[src/rtl/store_buffer.sv]
// store_buffer: circular FIFO of pending stores drained to data memory by a
// two-state FSM, with optional load forwarding.
// Build option: define STORE_BUF_FWD_EN to enable store-to-load forwarding;
// without it, loads stall the pipeline until the buffer is empty.
module store_buffer #(
    parameter int unsigned DEPTH = 4,
    parameter int unsigned AW    = 32,
    parameter int unsigned DW    = 32
) (
    input  logic                       clk,
    input  logic                       rst_n,
    input  logic                       st_valid,
    input  logic [AW-1:0]              st_addr,
    input  logic [DW-1:0]              st_data,
    input  logic                       ld_valid,
    input  logic [AW-1:0]              ld_addr,
    output logic                       ld_hit,
    output logic [DW-1:0]              ld_data,
    output logic                       stall_req,
    output logic                       full,
    output logic                       empty,
    output logic [$clog2(DEPTH+1)-1:0] count,
    output logic                       mem_req,
    output logic [AW-1:0]              mem_addr,
    output logic [DW-1:0]              mem_wdata,
    input  logic                       mem_ack
);

    localparam int unsigned PW = $clog2(DEPTH);
    localparam int unsigned CW = $clog2(DEPTH+1);

    typedef enum logic {IDLE, BUSY} state_t;

    state_t          state, state_next;
    logic [AW-1:0]   addr_q [DEPTH];
    logic [DW-1:0]   data_q [DEPTH];
    logic [PW-1:0]   wr_ptr, rd_ptr;
    logic            push, pop;
    logic [CW-1:0]   count_next;

    // Full is registered, so a pop in a full cycle frees a slot only for the next cycle.
    assign push       = st_valid && !full;
    assign pop        = (state == BUSY) && mem_ack;
    assign count_next = count + CW'(push) - CW'(pop);

    // Drain FSM next state: leave IDLE as soon as an entry lands, return when the last one pops.
    always_comb begin
        state_next = state;
        case (state)
            IDLE:    if (count_next != '0) state_next = BUSY;
            BUSY:    if (count_next == '0) state_next = IDLE;
            default: state_next = IDLE;
        endcase
    end

    // Drain FSM state register.
    always_ff @(posedge clk or negedge rst_n) begin
        if (!rst_n) state <= IDLE;
        else        state <= state_next;
    end

    // Pointers, occupancy count and registered flags.
    always_ff @(posedge clk or negedge rst_n) begin
        if (!rst_n) begin
            wr_ptr <= '0;
            rd_ptr <= '0;
            count  <= '0;
            empty  <= 1'b1;
            full   <= 1'b0;
        end else begin
            if (push) wr_ptr <= wr_ptr + 1'b1;
            if (pop)  rd_ptr <= rd_ptr + 1'b1;
            count <= count_next;
            empty <= (count_next == '0);
            full  <= (count_next == CW'(DEPTH));
        end
    end

    // Entry storage; contents are don't-care until counted as valid.
    always_ff @(posedge clk) begin
        if (push) begin
            addr_q[wr_ptr] <= st_addr;
            data_q[wr_ptr] <= st_data;
        end
    end

    assign mem_req   = (state == BUSY);
    assign mem_addr  = (state == BUSY) ? addr_q[rd_ptr] : '0;
    assign mem_wdata = (state == BUSY) ? data_q[rd_ptr] : '0;

`ifdef STORE_BUF_FWD_EN
    logic [PW-1:0] fwd_idx;
    logic          unused_ld_lo;

    assign unused_ld_lo = ^ld_addr[1:0];
    assign stall_req    = st_valid && full;

    // Forwarding search from oldest to youngest so the youngest word match wins.
    always_comb begin
        ld_hit  = 1'b0;
        ld_data = '0;
        fwd_idx = '0;
        for (int unsigned i = 0; i < DEPTH; i++) begin
            fwd_idx = rd_ptr + PW'(i);
            if (ld_valid && (CW'(i) < count) &&
                (addr_q[fwd_idx][AW-1:2] == ld_addr[AW-1:2])) begin
                ld_hit  = 1'b1;
                ld_data = data_q[fwd_idx];
            end
        end
    end
`else
    logic unused_ld;

    assign unused_ld = ^ld_addr;
    assign ld_hit    = 1'b0;
    assign ld_data   = '0;
    assign stall_req = (st_valid && full) || (ld_valid && !empty);
`endif

endmodule

[config.mk]
export PLATFORM = sky130hd
export DESIGN_NAME = store_buffer
export DESIGN_NICKNAME = d
export VERILOG_FILES = /design/src/rtl/store_buffer.sv
export SDC_FILE = /design/constraint.sdc
export NUM_CORES = 1
export LEC_CHECK = 0
export CORE_ASPECT_RATIO = 1.4
export CORE_UTILIZATION = 55
export CTS_BUF_LIST = sky130_fd_sc_hd__clkbuf_16
export CTS_CLUSTER_DIAMETER = 80
export DETAILED_ROUTE_END_ITERATION = 12
export PLACE_DENSITY = 0.9
export SYNTH_ARGS = -nofsm -noshare
export SYNTH_HDL_FRONTEND = slang
export SYNTH_SLANG_ARGS = --single-unit
[constraint.sdc]
create_clock -name clk -period 4.05 [get_ports clk]
set_input_delay 0.6075 -clock clk [delete_from_list [all_inputs] [get_ports clk]]
set_output_delay 0.6075 -clock clk [all_outputs]
set_load 0.01 [all_outputs]
==> results_dict.tcl <==
set metrics [dict create \
    ys_top_cells_by_count "256 x edfxtp_1, 128 x mux2i_1, 64 x o22ai_1, 33 x buf_4, 13 x buf_6" \
    grt_setup_unrepaired "no" \
    fillCellCount 1171 \
    synth.top_cell.area_share_pct 74.3 \
    min_period_ns 3.50 \
    synthTopCellsByArea "edfxtp_1 74%, mux2i_1 12%, o22ai_1 3.9%, buf_4 2.4%, dfrtp_1 2.2%" \
    fmax_mhz 285 \
    first_pass_iters 11 \
    synth_largest_area_cell "edfxtp_1" \
    fp-row-count 59 \
    met3WireLength_um 1020 \
    synth_seq_area_share_pct 76.7 \
    cp.required_ns 3.44 \
    whs_ns 0.410 \
    period_share_pct 86.5 \
    route.detailed.drc 1 \
    slew_headroom_pct 33.4 \
    top_layer_used "met4" \
    synth_ff_type "edfxtp_1" \
    die_area_sq_um 19400 \
    worstPathArrival_ns 2.90 \
    vdd.ir_drop.worst_mv 0.621 \
    clkTransAtPathRegs_ns 0.06 \
    clock_sink_count 266 \
    total_leakage_power_uw 0.00451 \
    p_per_area_nw_per_um2 739 \
    synthesis.area_sq_um 10300 \
    die_w_um 118 \
    ys_warn_count 0 \
    syn_inst 553 \
    initial_utilization_pct 55.8 \
    worst_slack_ns 0.546 \
    violations "DRC" \
    hpwl_um 11200 \
    synth.distinct_cells 26 \
    setup.worst_path.end_class "output pin" \
    cp_cell_sequence "nand2b_2 -> buf_4 -> o22ai_1 -> clkdlybuf4s50_1" \
    path_max_fanout 33 \
    slew_viol_final 0 \
    fp.dieH_um 164 \
    layout.core_utilization_pct 67.6 \
    antenna_cells 0 \
    cts_buffers 24 \
    ant_nets 0 \
    slowest_delay_ns 0.60 \
    hp-class "in2async" \
    grt-ovfl-total 0 \
    synth_most_common_cell "edfxtp_1" \
    max-cap-violations 0 \
    port_buffers 139 \
    hold_viol_final 0 \
    htreeDepth 1 \
    antenna_found_initial 0 \
    async_flop_share_pct 3.76 \
    ys_ff_latch 266 \
    drive_above_1_share_pct 6.60 \
    clock_skew_ns 0.00675 \
    grt_pass1_vias 5445 \
    cts_tree "built" \
    wl_met1_um 7150 \
    fin_total_pwr_uw 9250 \
    crit_path_start_kind "register" \
    fin_setup_tns_ns 0 \
    outcome "complete, but fails checks" \
    grt_max_degree 65 \
    syn_avg_cell_area_sq_um 18.7 \
    insertion_delay_ns 0.50 \
    cts_buffer_depth 3 \
    postCtsSetupRepairBufs 0 \
    setup_viol 0 \
    vias 5271 \
    gp_congestion 0.709 \
    grt_pass1_wl_um 29300 \
    root_buffer "clkbuf_16" \
    area_delta_synth_final_pct 21.0 \
    crit_slowest_cell "clkdlybuf4s50_1" \
    crit_type "reg2out" \
    dr.first_iter.drc_count 345 \
    pre_cts_slack_ns 0.568 \
    avgRoutedWirePerCell_um 19.8 \
    max_slew.worst_pin.slew_ns 0.999 \
    cts_hold_buffers 0 \
    critical_path.top_delay_family "buffers and inverters" \
    grt.total_usage_pct 19.6 \
    cp_num_buf_inv 2 \
    route.met2.wl_um 10100 \
    wl_um 18900 \
    finalNetCount 803 \
    viasPerCell 5.51 \
    synth_edf_count 256 \
    postCtsResizedCells 0 \
    ios 205 \
    core_area_sq_um 18500 \
]
[worst paths after layout]
| check | startpoint | end | slack, ns | depth (start not counted) |
|---|---|---|---|---|
| min in group clk | rd_ptr[0] | rd_ptr[0] | 0.54 | 1 |
| max in group asynchronous | rst_n | rd_ptr[1] | 3.30 | 1 |
| worst min-delay path | rst_n | full | 0.41 | 1 |
| worst max register to register | full | mem_req | 1.31 | 8 |
| worst max-delay path | rd_ptr[0] | mem_addr[10] | 0.55 | 4 |
| worst min register to register | rd_ptr[0] | rd_ptr[0] | 0.54 | 1 |
[kinds of logic after synthesis]
group,count (synthesis),share of synthesized area (%)
AOI/OAI and AO/OA,65,3.92
xor gates and xnor gates,4,0.472
adders and majority gates,7,0.919
buffers and inverters,68,4.72
DFF,266,76.7
muxes,129,12.5
other,1,0.0362
and+or+nand+nor,13,0.726
[routing by layer]
layer / global-route usage (%) / vias to the layer above
met4: 7.52 / 0
met5: 0 / -
met2: 35.8 / 186
li1: - / 2409
met1: 22.9 / 2631
met3: 3.44 / 45
[through the flow]
step / instances / instance area (sq um)
after floorplan: 585 / 10500
after global placement: 913 / 11800
after detailed placement: 913 / 11800
after CTS: 956 / 12500
after global routing: 956 / 12500
final: 956 / 12500
[final cells by class]
cell class / instances / area, sq um / share of cell area, %
Sequential cell: 266 / 7940 / 63.4
Multi-Input combinational cell: 251 / 2060 / 16.4
Inverter: 7 / 26.3 / 0.210
Clock buffer: 25 / 626 / 5.00
Tap cell: 244 / 305 / 2.44
Clock inverter: 18 / 108 / 0.859
Timing Repair Buffer: 145 / 1460 / 11.7
[report_power, final]
part	internal, uW	switching [uW]
sequential	3620	216
combinational	1620	1710
clock	1180	915
[flip-flops by register name (all words and copies together) (netlist names)]
signal   flops
empty        1
mem_req      1
full         1
data_q     128
count        3
rd_ptr       2
wr_ptr       2
addr_q     128
[placed cells by master (no fill, tap or decap)]
cell / count
clkinv_1: 3
and2_1: 1
clkinv_2: 4
and2_4: 4
nand3_1: 1
fa_1: 1
conb_1: 33
mux2_2: 1
or3_1: 1
buf_12: 2
dfrtp_1: 8
nand2_2: 1
clkinvlp_4: 1
o21ai_0: 1
nand2_1: 1
dfrtp_4: 1
xnor2_1: 2
ha_1: 6
inv_1: 15
inv_6: 1
xor2_1: 1
buf_4: 4
edfxtp_1: 256
dfstp_2: 1
xnor3_1: 1
nor3_1: 1
mux2i_1: 128
nor3b_1: 1
nand2b_2: 1
nor2b_1: 1
bufinv_16: 1
clkdlybuf4s50_1: 139
clkbuf_16: 25
o22ai_1: 64
Note: power is estimated with default switching activity, not from simulation.
